<file path="src/rtl/iter_divider_if.sv">
// Request/result bundle for the iterative divider: the pipeline drives the
// request side (master), the divider drives status and result (slave).
interface iter_divider_if #(
    parameter int XLEN = 32
);
    logic            start;
    logic            flush;
    logic [1:0]      op;
    logic [XLEN-1:0] a;
    logic [XLEN-1:0] b;
    logic            busy;
    logic            done;
    logic [XLEN-1:0] f;
    logic [1:0]      dbg_state;

    modport master (
        output start, flush, op, a, b,
        input  busy, done, f, dbg_state
    );

    modport slave (
        input  start, flush, op, a, b,
        output busy, done, f, dbg_state
    );
endinterface

</file>
<file path="src/rtl/iter_divider.sv">
// Multi-cycle RV32M DIV/DIVU/REM/REMU unit: radix-2 restoring division on
// operand magnitudes, one quotient bit per cycle, sign fix-up at the end.
module iter_divider #(
    parameter int XLEN = 32
) (
    input  logic          clk,
    input  logic          rst_n,
    iter_divider_if.slave bus
);
    localparam int CNT_W = $clog2(XLEN);
    localparam logic [XLEN-1:0] MIN_NEG = {1'b1, {(XLEN-1){1'b0}}};
    localparam logic [XLEN-1:0] ONES    = {XLEN{1'b1}};

    typedef enum logic [1:0] {
        IDLE = 2'd0,
        CALC = 2'd1,
        FIX  = 2'd2,
        DONE = 2'd3
    } state_t;

    state_t          state_q, state_d;
    logic [1:0]      op_q;
    logic            qneg_q;
    logic            rneg_q;
    logic [XLEN-1:0] rem_q;
    logic [XLEN-1:0] quo_q;
    logic [XLEN-1:0] bmag_q;
    logic [CNT_W-1:0] cnt_q;
    logic [XLEN-1:0] f_q;

    logic            accept;
    logic            signed_op;
    logic            a_neg, b_neg;
    logic [XLEN-1:0] a_abs, b_abs;
    logic            div_zero, overflow, special;
    logic [XLEN-1:0] special_f;
    logic [XLEN:0]   trial;
    logic [XLEN-1:0] q_fin, r_fin, fix_f;

    // Handshake: a request is taken on any edge where start=1, flush=0 and the
    // unit is in IDLE or DONE; the result is valid on f in the single cycle
    // done=1 and is held until the next done. No other request is queued.
    always_comb begin
        accept    = (state_q == IDLE || state_q == DONE) && bus.start && !bus.flush;
        signed_op = ~bus.op[0];
        a_neg     = signed_op & bus.a[XLEN-1];
        b_neg     = signed_op & bus.b[XLEN-1];
        a_abs     = a_neg ? -bus.a : bus.a;
        b_abs     = b_neg ? -bus.b : bus.b;
        div_zero  = (bus.b == '0);
        overflow  = signed_op && (bus.a == MIN_NEG) && (bus.b == ONES);
        special   = div_zero || overflow;
        special_f = '0;
        if (div_zero) begin
            special_f = bus.op[1] ? bus.a : ONES;
        end else if (overflow) begin
            special_f = bus.op[1] ? '0 : bus.a;
        end
    end

    // Trial subtraction on the shifted remainder; bit XLEN set means negative.
    always_comb begin
        trial = {rem_q, quo_q[XLEN-1]} - {1'b0, bmag_q};
        q_fin = qneg_q ? -quo_q : quo_q;
        r_fin = rneg_q ? -rem_q : rem_q;
        fix_f = op_q[1] ? r_fin : q_fin;
    end

    always_comb begin
        state_d = state_q;
        case (state_q)
            IDLE: begin
                if (accept) state_d = special ? DONE : CALC;
            end
            CALC: begin
                if (bus.flush)          state_d = IDLE;
                else if (cnt_q == '0)   state_d = FIX;
            end
            FIX: begin
                state_d = bus.flush ? IDLE : DONE;
            end
            DONE: begin
                if (accept) state_d = special ? DONE : CALC;
                else        state_d = IDLE;
            end
            default: state_d = IDLE;
        endcase
    end

    always_ff @(posedge clk) begin
        if (!rst_n) begin
            state_q <= IDLE;
        end else begin
            state_q <= state_d;
        end
    end

    always_ff @(posedge clk) begin
        if (!rst_n) begin
            op_q   <= '0;
            qneg_q <= 1'b0;
            rneg_q <= 1'b0;
            rem_q  <= '0;
            quo_q  <= '0;
            bmag_q <= '0;
            cnt_q  <= '0;
            f_q    <= '0;
        end else if (accept) begin
            op_q   <= bus.op;
            qneg_q <= a_neg ^ b_neg;
            rneg_q <= a_neg;
            rem_q  <= '0;
            quo_q  <= a_abs;
            bmag_q <= b_abs;
            cnt_q  <= CNT_W'(XLEN - 1);
            if (special) f_q <= special_f;
        end else if (state_q == CALC) begin
            if (!trial[XLEN]) rem_q <= trial[XLEN-1:0];
            else              rem_q <= {rem_q[XLEN-2:0], quo_q[XLEN-1]};
            quo_q <= {quo_q[XLEN-2:0], ~trial[XLEN]};
            cnt_q <= cnt_q - CNT_W'(1);
        end else if (state_q == FIX && !bus.flush) begin
            f_q <= fix_f;
        end
    end

    assign bus.busy      = (state_q == CALC) || (state_q == FIX);
    assign bus.done      = (state_q == DONE);
    assign bus.f         = f_q;
    assign bus.dbg_state = state_q;
endmodule

</file>
<file path="src/flat_wrapper.sv">
// flat-port wrapper written by rule: the top's interface ports become plain ports
module iter_divider_flat 
#(
    parameter int XLEN = 32
)
  (clk, rst_n, bus_start, bus_flush, bus_op, bus_a, bus_b, bus_busy, bus_done, bus_f, bus_dbg_state);
  iter_divider_if #(.XLEN(XLEN)) bus_i ();
  input  logic clk;
  input  logic rst_n;
  input wire logic [$bits(bus_i.start)-1:0] bus_start;
  input wire logic [$bits(bus_i.flush)-1:0] bus_flush;
  input wire logic [$bits(bus_i.op)-1:0] bus_op;
  input wire logic [$bits(bus_i.a)-1:0] bus_a;
  input wire logic [$bits(bus_i.b)-1:0] bus_b;
  output wire logic [$bits(bus_i.busy)-1:0] bus_busy;
  output wire logic [$bits(bus_i.done)-1:0] bus_done;
  output wire logic [$bits(bus_i.f)-1:0] bus_f;
  output wire logic [$bits(bus_i.dbg_state)-1:0] bus_dbg_state;
  assign bus_i.start = bus_start;
  assign bus_i.flush = bus_flush;
  assign bus_i.op = bus_op;
  assign bus_i.a = bus_a;
  assign bus_i.b = bus_b;
  assign bus_busy = bus_i.busy;
  assign bus_done = bus_i.done;
  assign bus_f = bus_i.f;
  assign bus_dbg_state = bus_i.dbg_state;
  iter_divider #(.XLEN(XLEN)) u_core (.clk(clk), .rst_n(rst_n), .bus(bus_i));
endmodule
</file>
<file path="config.mk">
export PLATFORM = sky130hd
export DESIGN_NAME = iter_divider_flat
export DESIGN_NICKNAME = d
export VERILOG_FILES = /design/src/rtl/iter_divider_if.sv /design/src/rtl/iter_divider.sv /design/src/flat_wrapper.sv
export SDC_FILE = /design/constraint.sdc
export NUM_CORES = 1
export LEC_CHECK = 0
export CORE_MARGIN = 2
export CORE_UTILIZATION = 59
export DETAILED_ROUTE_END_ITERATION = 10
export GPL_TIMING_DRIVEN = 1
export PLACE_DENSITY = 0.87
export SLEW_MARGIN = 20
export SYNTH_ARGS = -nofsm -noshare
export SYNTH_HDL_FRONTEND = slang
export SYNTH_SLANG_ARGS = --single-unit
export TNS_END_PERCENT = 5
</file>
<file path="constraint.sdc">
create_clock -name clk -period 3.8 [get_ports clk]
set_input_delay 0.95 -clock clk [delete_from_list [all_inputs] [get_ports clk]]
set_output_delay 0.95 -clock clk [all_outputs]
set_load 0.02 [all_outputs]
</file>
### After elaboration in Yosys (flattened, before gate mapping)

Index checks and enable logic that the tools add are counted.

* add/sub/neg operators: 6
* equality and inequality tests: 9
* multiplexer cells: 25
* bitwise logic cells: 6
* reduce and logical (&&, ||, !) cells: 17

Operator list (number)
* two-way mux 32 bit: 16
* negation 32 bit: 4
* equality test 32 bit, second input constant: 2
* subtractor 33 x 32 -> 33 bit: 1
* zero test 32 bit: 1
* two-way mux 2 bit: 6
* two-way mux 5 bit: 2
* one-hot mux 2 bit (4 select lines): 1
* logical AND 1 bit: 5
* zero test 5 bit: 1
* subtractor 5 x 1 -> 5 bit, second input constant: 1
* equality test 2 bit, second input constant: 2
* != test 2 x 1 -> 1 bit, second input constant: 2
* nonzero test 2 bit: 2
* logical OR 1 bit: 3
* != test 3 x 2 -> 1 bit, second input constant: 1
* inverter 1 bit: 3
* AND reduction 3 bit: 1
* AND 1 bit: 2
* equality test 2 x 1 -> 1 bit, second input constant: 1
* zero test 2 bit: 1
* != test 2 bit, second input constant: 1
* AND reduction 2 bit: 1
* OR reduction 2 bit: 1
* other kinds (2): 2

* register bits: 139
* bits of input ports: 70
* word-level logic and storage cells: 72

### Longest topological paths before layout

Gate-level depths: netlist (run 1).

* depth in word-level cells: 7
* gate-level depth with buffers: 13
* gate-level depth less buffers: 12

### Worst setup path before layout (run 1)

Ideal clock, no wire load.

* kind: input-to-reg
* start point: input bus_a[2]
* end point: register u_core.quo_q[20]
* data arrival time: 3.253 ns
* required time: 3.685 ns
* path slack: 0.432 ns
* stages: 9
* path buffers: 1
* cells stage by stage: or4_4 > or3_4 > or4_4 > buf_6 > or4_4 > o21ai_2 > xor2_1 > nand2_1 > and3_1

* longest elaborated chain between the ends: 3

Ends and longest elaborated chain
* start: declaration: line flat_wrapper.sv:13 `input wire logic [$bits(bus_i.a)-1:0] bus_a;`
* negation 32 bit: line iter_divider.sv:48 `a_abs = a_neg ? -bus.a : bus.a;`
* two-way mux 32 bit: line iter_divider.sv:48
* two-way mux 32 bit: line iter_divider.sv:108 `end else if (accept) begin`
* end signal: assignment: line iter_divider.sv:113 `quo_q <= a_abs;`
* end signal: assignment: line iter_divider.sv:120 `quo_q <= {quo_q[XLEN-2:0], ~trial[XLEN]};`
* end: declaration: line iter_divider.sv:26 `logic [XLEN-1:0] quo_q;`

No other way between the ends.
A chain may end at the register's enable or synchronous reset.

### Final worst setup path (run 1)

* start point: input bus_a[2]
* end point: register u_core.quo_q[24]

The elaborated chain is that of the path after synthesis.

==> summary.md, run 1 <==
| Metric | Value |
|---|---|
| WL met3 | `3.73 mm` |
| Ratio of total power to cell area | `902 nW/um^2` |
| Element type at the critical path start | `input pin` |
| Clk_skew | `0.00959 ns` |
| Fraction of layout instances using a drive strength above 1 | `8.98%` |
| Number of gates given a new drive strength after cts | `0` |
| Setup TNS | `0 ns` |
| Die height | `140 microns` |
| Total Nets Final | `1650` |
| Minimum setup slack in the final design | `0.277 ns` |
| Post-synthesis net count | `1542` |
| Worst-case register-to-register setup slack | `0.29 ns` |
| Biggest area contributors in the synthesized netlist | `dfxtp_1, xnor2_1, o21ai_0, xor2_1, ha_1` |
| Number of synthesized flops with an enable pin | `0` |
| Crit. End Element | `register` |
| Combined area of all synthesized cells | `10900 sq um` |
| Setup violations, final | `0` |
| Worst Path Required | `4.11 ns` |
| Final Core Density | `73.0%` |
| CTS tree | `done` |
| Number of buffers inserted by hold repair at cts | `0` |
| Share of the clock period used by the worst path after layout | `92.7%` |
| Detailed-routing iteration count for the pre-antenna-repair pass | `9` |
| Post-synthesis sequential area ratio | `25.4%` |
| Synthesized flop and latch total | `138` |
| Cell count of the worst hold path | `2` |
| Normalized max-slew margin | `29.1%` |
| Post-placement setup slack | `-0.131 ns` |
| Highest signal layer in the routed design | `met4` |
| Crit path DAT | `3.83 ns` |
| Endpoint of the lowest-slack register-to-register path | `u_core.rem_q[25]` |
| Via-to-Cell Ratio | `6.70` |
| Synth async-reset ratio | `0%` |
| Deepest level of the CTS H-tree | `4` |
| Core Footprint | `18000 sq um` |
| Post CTS Setup Buffer Count | `0` |
| Result of the run | `complete, no violations` |
| Synthesis Warnings | `0` |
| Number of failing hold endpoints at the final stage | `0` |
| Fin crit period | `3.52 ns` |
| Maximum number of pins on one net before global-route repair | `60` |
| Class of the worst hold path | `register to register` |
| Residual DRC count | `0` |
| Critical path peak fanout | `5` |
| Starting utilization of the core area | `60.4%` |
| Die X | `140 microns` |
| Site row count | `49` |
| Antenna-violating nets left | `0` |
| Max-slew violation count | `0` |
| Fin Hold WS | `0.509 ns` |
| Clock-pin slew reported for the worst setup and hold paths after clock tree synthesis | `0.06 ns` |
| Mean Syn Cell Area | `7.63 sq um` |
| Antenna violations before repair | `0` |
| Die footprint | `19600 sq um` |
| Area added between synthesis and finish | `20.9%` |
| Total overflow reported by the global router | `0` |
| Clock root buffer | `clkbuf_16` |
| RSZ-0062 raised after global routing | `no` |
| Leak Pwr | `5.55 nW` |
| Routed wire length per instance | `20.1 microns` |
| Layout Cells excl Fill | `1777` |
| Synth Instances | `1427` |
| TritonCTS sink count | `138` |
| Total routing resource utilization after global routing | `35.4%` |
| Final Wtd Congestion | `1.00` |
| Top-level port count | `106` |
| Unique cell type count in the Yosys netlist | `74` |
| Portion of synthesized cell area occupied by the leading cell type | `25.4%` |
| Starting DRC count in detailed routing | `1461` |
| Clock insertion delay at the later pin of the skew report | `0.44 ns` |
| Startpoint of the most critical hold path | `u_core.bmag_q[31]` |
| Post-detail-place hpwl | `25.7 mm` |
| Clock Path Buffers | `2` |
| Num CTS Buffers | `17` |
| Top achievable clock speed | `284 MHz` |
| IO Port Bufs | `105` |
| Cell type contributing the most total cell area after synthesis | `dfxtp_1` |
| Count of cells along the worst register-to-register path | `13` |
| Met2 layer wire length in the routed design | `16.2 mm` |
| Routed length on met1 | `14.4 mm` |
| Transition time of the tightest slew-check pin | `1.06 ns` |
| # diodes | `0` |
| Vias after detailed routing | `11900` |
| Critical path start-end classification | `input pin to register` |
| Max VDD drop | `0.00124 V` |
| Hold EP | `u_core.bmag_q[31]` |
| First-pass GRT wire length | `56.8 mm` |
| Wirelength, routed | `35.6 mm` |
| Number of cells after detailed placement | `1745` |
| Max-cap check violation count | `0` |
| Leading register cell type out of synthesis | `dfxtp_1` |
| Via count of the first global-routing pass | `11100` |
| R2R Path Start | `u_core.quo_q[31]` |
-- where the power goes --
| part | switching, mW | internal, mW |
|---|---|---|
| clock | 0.705 | 1.19 |
| combinational | 4.44 | 3.19 |
| sequential | 0.528 | 1.84 |
-- worst max-delay path by stage --
| stage | startpoint | slack (ns) | cells after the start | endpoint |
|---|---|---|---|---|
| 3_5_place_dp | bus_a[2] | -0.13 | 10 | u_core.quo_q[24] |
| 3_3_place_gp | bus_a[2] | -0.003 | 10 | u_core.quo_q[24] |
| 6_report | bus_a[2] | 0.28 | 10 | u_core.quo_q[24] |
| 5_1_grt | u_core.rem_q[12] | 0.08 | 11 | u_core.rem_q[21] |
| 2_1_floorplan | bus_a[2] | 0.43 | 9 | u_core.quo_q[20] |
| 4_1_cts | bus_a[2] | 0.30 | 10 | u_core.quo_q[24] |
-- flip-flops by register name (all words and copies together), names as in the netlist --
register	flops
u_core.bmag_q	32
u_core.bus.dbg_state	2
u_core.bus.f	32
u_core.cnt_q	5
u_core.op_q	1
u_core.qneg_q	1
u_core.quo_q	32
u_core.rem_q	32
u_core.rneg_q	1
-- Yosys cell counts, types with 25 or more instances --
library cell / n
dfxtp_1: 138
xor2_1: 67
nor2_1: 134
inv_1: 56
o21ai_0: 123
ha_1: 44
xnor2_1: 73
clkbuf_1: 79
a21oi_1: 106
o211a_1: 42
nor3_1: 38
o31ai_1: 33
o22ai_1: 25
mux2i_1: 49
nand2_1: 117
-- cell usage in the layout (no fill, tap or decap), types with 25 or more instances in the layout --
cell type        instances
xor2_1                  67
clkdlybuf4s50_1        104
a21oi_1                106
xnor2_1                 73
o21ai_0                123
nor3_1                  38
nand2_1                117
inv_1                   56
dfxtp_1                138
o22ai_1                 25
buf_4                   71
o211a_1                 42
ha_1                    43
nor2_1                 134
mux2i_1                 49
o31ai_1                 33
-- logic make-up after synthesis --
logic type | synth area share (%)
AOI/OAI and AO/OA | 28.1
xor gates and xnor gates | 11.3
adders and majority gates | 5.24
buffers and inverters | 5.41
DFF | 25.4
muxes | 5.02
and+or+nand+nor | 19.5
-- area by class of cell --
type / count / area [sq um]
multi-input combinational: 1141 / 7570
fill: 1372 / 4860
sequential: 138 / 2760
timing repair buffer: 181 / 1680
clock buffer: 19 / 443
tap: 229 / 287
clock inverter: 13 / 218
inverter: 56 / 210
-- metrics by stage --
step,total power [mW],cell area (sq um)
6_report,11.9,13200
3_3_place_gp,9.45,12500
3_5_place_dp,9.62,12500
5_1_grt,12.6,13200
2_1_floorplan,7.70,10900
4_1_cts,11.6,13200
-- metal layers --
layer | vias up | global-route usage [%]
met5 | - | 0
met4 | 0 | 13.7
met3 | 140 | 8.88
met2 | 789 | 56.7
met1 | 5545 | 45.9
li1 | 5430 | -
-- worst max-delay path: stages --
cell and delay (ns):
clkdlybuf4s50_1 0.42, or4_4 0.57, or3_4 0.35, or4_4 0.48
buf_4 0.18, nor4_2 0.20, nand2_1 0.16, o31ai_2 0.21
xor2_1 0.20, a21oi_1 0.10
No activity file was read; power rests on OpenSTA's default activity.
==> inputs of run 2 (changes only) <==
Settings changed: CORE_UTILIZATION 59 to 62, PLACE_DENSITY 0.87 to 0.84, SLEW_MARGIN 20 to default.
Clock period 3.8 ns to 4.3 ns, I/O delays scaled along.
==> run 2 against run 1 <==
- core utilization up 1.1 points
- die area decreased by 4.7%
- highest routed layer unchanged
- final cell count fell by 2.6%
- wire length shrank 3.0%
- clock skew barely moved
- sequential share of layout area grew 0.64 points
- hold slack lost 0.010 ns
- largest power group unchanged
==> summary.md, run 2 (synthesis gave the netlist of run 1 again) <==
| Metric | Value |
|---|---|
| Die height | `137 microns (-2.4%)` |
| Setup TNS | `0 ns (unchanged)` |
| Clock Path Buffers | `2 (unchanged)` |
| Fillers | `1335 (-2.7%)` |
| Fraction of layout instances using a drive strength above 1 | `6.25% (-2.7 points)` |
| Core Footprint | `17200 sq um (-4.4%)` |
| RSZ-0062 raised after global routing | `no` |
| Count of cells along the worst register-to-register path | `12 (-1)` |
| Fin crit period | `3.96 ns` |
| Die footprint | `18600 sq um (-4.7%)` |
| Total routing resource utilization after global routing | `36.7% (+1.3 points)` |
| Maximum number of pins on one net before global-route repair | `75 (+25%)` |
| Number of buffers inserted by hold repair at cts | `0 (unchanged)` |
| Clk_skew | `0.00960 ns (+0.00000303 ns)` |
| Worst-case register-to-register setup slack | `0.44 ns (+0.15 ns)` |
| Overall power | `10.2 mW (-14%)` |
| Total Nets Final | `1607 (-2.6%)` |
| Total overflow reported by the global router | `0 (unchanged)` |
| Transition time of the tightest slew-check pin | `0.983 ns (-0.0786 ns)` |
| # diodes | `0 (unchanged)` |
| Destination of the critical timing path | `u_core.bus.f[6]` |
| R2R Path Start | `u_core.rem_q[0]` |
| Setup violations, final | `0 (unchanged)` |
| Crit. End Element | `register` |
| Max-slew violation count | `0 (unchanged)` |
| Starting utilization of the core area | `63.2% (+2.8 points)` |
| Area taken by multi-input logic gates | `7560 sq um (about the same)` |
| IO Port Bufs | `105 (unchanged)` |
| Result of the run | `complete, no violations` |
| Antenna-violating nets left | `0 (unchanged)` |
| Critical path peak fanout | `18 (+13)` |
| Deepest level of the CTS H-tree | `4 (unchanged)` |
| Commonest cells after routing, fill and taps aside | `dfxtp_1, nor2_1, o21ai_0` |
| Via count of the first global-routing pass | `10500 (-5.2%)` |
| Most heavily used metal layer in global routing | `met2` |
| Starting DRC count in detailed routing | `1390 (-4.9%)` |
| Num CTS Buffers | `17 (unchanged)` |
| Met3 track demand over resource | `6.26% (-2.6 points)` |
| Element type at the critical path start | `input pin` |
| Clock-pin slew reported for the worst setup and hold paths after clock tree synthesis | `0.06 ns (about the same)` |
| TritonCTS sink count | `138 (unchanged)` |
| Via-to-Cell Ratio | `6.69 (about the same)` |
| Post CTS Setup Buffer Count | `0 (unchanged)` |
| CTS tree | `done` |
| Share of the clock period used by the worst path after layout | `92.1%` |
| Critical path start-end classification | `input pin to register` |
| Die X | `137 microns (-2.4%)` |
| Wirelength, routed | `34.6 mm (-3.0%)` |
| Number of failing hold endpoints at the final stage | `0 (unchanged)` |
| Normalized max-slew margin | `34.4% (+5.2 points)` |
| Ratio of total power to cell area | `800 nW/um^2 (-11%)` |
| Minimum setup slack in the final design | `0.338 ns (+0.0616 ns)` |
| Residual DRC count | `0 (unchanged)` |
| Area added between synthesis and finish | `17.4%` |
| Antenna violations before repair | `0 (unchanged)` |
| Area taken by flip-flops and latches | `2760 sq um (unchanged)` |
| First-pass GRT wire length | `54.1 mm (-4.7%)` |
| Most common library cell in the layout ignoring fill and taps | `dfxtp_1` |
| GR Layer Usage met1 | `51.1% (+5.2 points)` |
| Detailed-routing iteration count for the pre-antenna-repair pass | `6 (-3)` |
| Critical path startpoint | `bus_a[25]` |
| Clock insertion delay at the later pin of the skew report | `0.43 ns (about the same)` |
| Number of gates given a new drive strength after cts | `0 (unchanged)` |
| Site row count | `48 (-2.0%)` |
| Max-cap check violation count | `0 (unchanged)` |
| Post-detail-place hpwl | `25.0 mm (-2.6%)` |
| Clock root buffer | `clkbuf_16` |
| Vias after detailed routing | `11600 (-2.7%)` |
| Crit path DAT | `4.32 ns (+0.49 ns)` |
| Max VDD drop | `0.000602 V (-51%)` |
| Top-level port count | `106 (unchanged)` |
| Top achievable clock speed | `252 MHz` |
| Leak Pwr | `5.30 nW (-4.5%)` |
| Post-placement setup slack | `0.0975 ns (+0.228 ns)` |
| Final Wtd Congestion | `0.955 (-4.8%)` |
| Worst Path Required | `4.66 ns (+0.55 ns)` |
| Class of the worst hold path | `register to register` |
| Met2 Resource Use GR | `57.8% (+1.1 points)` |
| Routed wire length per instance | `20.0 microns (-0.40%)` |
| Endpoint of the lowest-slack register-to-register path | `u_core.rem_q[21]` |
[run 2: cell types whose count changed in the layout (fill, tap and decap cells not counted), sizes merged]
cell / before / now
buf: 77 / 34
bufinv: 5 / 3
clkinv: 6 / 3
clkinvlp: 1 / 4
inv: 57 / 59
[run 2: through the flow]
step                      hold WS [ns]  util, %  instance area, sq um  std cells
after floorplan                  0.441        -                 10900       1427
after global placement           0.454     70.6                 12200       1698
after detailed placement         0.483     70.6                 12200       1698
after CTS                        0.496     74.1                 12800       1730
after global routing             0.533     74.1                 12800       1730
final                            0.499     74.1                 12800       1730
[run 2: critical path, cell delays in order]
cell             delay, ns
clkdlybuf4s50_1       0.55
or4_1                 0.68
nor3_1                0.42
nand4_1               0.39
nor4_2                0.38
o21ai_2               0.18
buf_4                 0.26
nor2_1                0.15
nor2_1                0.07
a21oi_1               0.16
[run 2: area by class of cell]
type	count	area share [%]
well taps	225	2.20
inverters	56	1.65
flip-flops and latches	138	21.6
multi-input cells	1141	59.2
clock inverters	13	1.32
repair buffers	138	10.6
clock buffers	19	3.39
[run 2: report_power, final]
group	internal, mW	switching, mW	total, mW
combinational	2.72	3.86	6.57
clock	0.917	0.611	1.53
sequential	1.62	0.493	2.12
total	5.26	4.96	10.2
[run 2: worst min-delay path by stage]
stage | start | end | slack, ns | cells past startpoint
6_report | u_core.bmag_q[31] | u_core.bmag_q[31] | 0.50 | 2
5_1_grt | u_core.bmag_q[31] | u_core.bmag_q[31] | 0.53 | 2
4_1_cts | u_core.bmag_q[31] | u_core.bmag_q[31] | 0.50 | 2
3_5_place_dp | u_core.bmag_q[31] | u_core.bmag_q[31] | 0.48 | 2
3_3_place_gp | u_core.bmag_q[31] | u_core.bmag_q[31] | 0.45 | 2
2_1_floorplan | u_core.bmag_q[31] | u_core.bmag_q[31] | 0.44 | 2
[run 2: routing by layer]
metal,vias up,routed length [microns]
met2,712,15500
met4,0,954
met1,5429,14800
met5,-,0
li1,5338,-
met3,101,3390
==> inputs of run 3 (changes only) <==
Settings changed: REMOVE_ABC_BUFFERS from default to 1, SKIP_LAST_GASP from default to 1.
==> run 3 against run 2 <==
- cell area about the same
- largest power group unchanged
- highest routed layer unchanged
- sequential share of layout area about the same
- critical path type unchanged
- global-route usage down 2.5 points
==> summary.md, run 3 (synthesis gave the netlist of run 1 again) <==
| Metric | Value |
|---|---|
| Routed wire length per instance | `18.4 microns (-7.7%)` |
| Result of the run | `complete, no violations` |
| Overall power | `10.1 mW (-0.76%)` |
| Crit. End Element | `register` |
| Transition time of the tightest slew-check pin | `0.990 ns (+0.00663 ns)` |
| Antenna-violating nets left | `0 (unchanged)` |
| Layout Cells excl Fill | `1732 (+0.12%)` |
| Setup violations, final | `0 (unchanged)` |
| Critical path's largest stage delay | `0.53 ns (-0.15 ns)` |
| Die height | `137 microns (unchanged)` |
| Post-detail-place hpwl | `23.1 mm (-7.9%)` |
| Critical path start-end classification | `input pin to register` |
| Most common library cell in the layout ignoring fill and taps | `dfxtp_1` |
| Wirelength, routed | `32.0 mm (-7.6%)` |
| Maximum number of pins on one net before global-route repair | `88 (+17%)` |
| Share of the clock period used by the worst path after layout | `88.4% (-3.7 points)` |
| Clock Path Buffers | `2 (unchanged)` |
| Total routing resource utilization after global routing | `34.1% (-2.5 points)` |
| Top achievable clock speed | `263 MHz (+4.2%)` |
| Commonest cells after routing, fill and taps aside | `dfxtp_1, nor2_1, o21ai_0` |
| First-pass GRT wire length | `50.5 mm (-6.6%)` |
| Starting utilization of the core area | `63.2% (unchanged)` |
| Number of cells after detailed placement | `1700 (+0.12%)` |
| Top-level port count | `106 (unchanged)` |
| Critical path peak fanout | `30 (+12)` |
| Final std cell area, no fill | `12800 sq um (about the same)` |
| Cell Chain, Critical Path | `clkdlybuf4s50_1 > or4_4 > or3_4 > or4_4 > nor3_2 > nor2_1 > buf_4 > o21ai_2 > buf_12 > o21ai_0 > a31oi_1` |
| Final Core Density | `74.2% (about the same)` |
| Fin crit period | `3.80 ns (-0.160 ns)` |
| Core Footprint | `17200 sq um (unchanged)` |
| Area added between synthesis and finish | `17.4% (about the same)` |
| Worst Path Required | `4.66 ns (about the same)` |
| Fraction of layout instances using a drive strength above 1 | `6.37% (+0.12 points)` |
| Die footprint | `18600 sq um (unchanged)` |
| Post-placement setup slack | `0.191 ns (+0.0934 ns)` |
| Site row count | `48 (unchanged)` |
| Detailed-routing iteration count for the pre-antenna-repair pass | `6 (unchanged)` |
| Element type at the critical path start | `input pin` |
| Via count of the first global-routing pass | `10200 (-2.9%)` |
| Clk_skew | `0.00841 ns (-0.00118 ns)` |
| Fin Hold WS | `0.475 ns (-0.0236 ns)` |
| Post CTS Setup Buffer Count | `0 (unchanged)` |
| Clock-pin slew reported for the worst setup and hold paths after clock tree synthesis | `0.06 ns (about the same)` |
| Worst-case register-to-register setup slack | `0.55 ns (+0.11 ns)` |
| Residual DRC count | `0 (unchanged)` |
| Normalized max-slew margin | `33.9% (-0.44 points)` |
| Clock root buffer | `clkbuf_16` |
| DP Area | `12200 sq um (about the same)` |
| Antenna violations before repair | `0 (unchanged)` |
| Highest-delay cell along the critical path | `or4_4` |
| Final Wtd Congestion | `0.973 (+1.9%)` |
| Die X | `137 microns (unchanged)` |
| Max VDD drop | `0.000562 V (-6.6%)` |
| Number of gates given a new drive strength after cts | `0 (unchanged)` |
| Minimum setup slack in the final design | `0.498 ns (+0.160 ns)` |
| CTS tree | `done` |
| Total Nets Final | `1609 (+0.12%)` |
| TritonCTS sink count | `138 (unchanged)` |
| Class of the worst hold path | `register to register` |
| Fillers | `1345 (+0.75%)` |
| Leak Pwr | `5.30 nW (about the same)` |
| RSZ-0062 raised after global routing | `no` |
| Vias after detailed routing | `11200 (-3.4%)` |
| Max-cap check violation count | `0 (unchanged)` |
| Ratio of total power to cell area | `793 nW/um^2 (-0.80%)` |
| Starting DRC count in detailed routing | `1367 (-1.7%)` |
| Crit path DAT | `4.16 ns (-0.16 ns)` |
| # diodes | `0 (unchanged)` |
| Number of buffers inserted by hold repair at cts | `0 (unchanged)` |
| Total overflow reported by the global router | `0 (unchanged)` |
| Num CTS Buffers | `17 (unchanged)` |
| Via-to-Cell Ratio | `6.46 (-3.5%)` |
| Max-slew violation count | `0 (unchanged)` |
| Cell with the most instances on the worst path | `or4_4` |
| IO Port Bufs | `105 (unchanged)` |
| Setup TNS | `0 ns (unchanged)` |
| Clock insertion delay at the later pin of the skew report | `0.44 ns (about the same)` |
| Number of failing hold endpoints at the final stage | `0 (unchanged)` |
| Deepest level of the CTS H-tree | `4 (unchanged)` |
run 3: cell count changes in the layout (fill, tap and decap cells not counted):
cell,before,now
buf_4,28,31
inv_6,3,0
clkbuf_8,0,2
clkinv_4,2,0
clkinvlp_4,4,6
buf_12,5,4
clkinv_2,1,2
run 3: cell type report:
| cell class | count | area, sq um | share of cell area (%) |
|---|---|---|---|
| Inverter | 56 | 210 | 1.64 |
| Sequential cell | 138 | 2760 | 21.6 |
| Timing Repair Buffer | 140 | 1360 | 10.6 |
| Tap cell | 225 | 282 | 2.20 |
| Clock buffer | 21 | 460 | 3.60 |
| Clock inverter | 11 | 145 | 1.14 |
| Multi-Input combinational cell | 1141 | 7560 | 59.2 |
run 3: worst max-delay path, delay by kind of cell:
| kind | cells | cell delay [ns] |
|---|---|---|
| compound gates | 3 | 0.50 |
| buf+inv | 3 | 0.86 |
| simple gates | 5 | 1.71 |
run 3: final timing paths:
path / end / cells after the start / startpoint
setup reg to reg: u_core.rem_q[29] / 11 / u_core.rem_q[0]
hold / removal: u_core.bmag_q[31] / 2 / u_core.bmag_q[31]
setup / recovery: u_core.bus.f[20] / 11 / bus_a[4]
hold reg to reg: u_core.bmag_q[31] / 2 / u_core.bmag_q[31]
run 3: power breakdown:
group | leakage, nW | internal [mW] | switching, mW
combinational | 3.90 | 2.72 | 3.80
clock | 0.277 | 0.938 | 0.584
sequential | 1.13 | 1.62 | 0.470
total | 5.30 | 5.28 | 4.86
run 3: per-layer routing:
metal	GRT usage [%]	vias up	part of all wire [%]
met3	6.22	92	8.7
met4	13.5	0	3.1
met1	44.1	5176	42
met2	56.4	579	46
met5	0	-	0
li1	-	5338	-
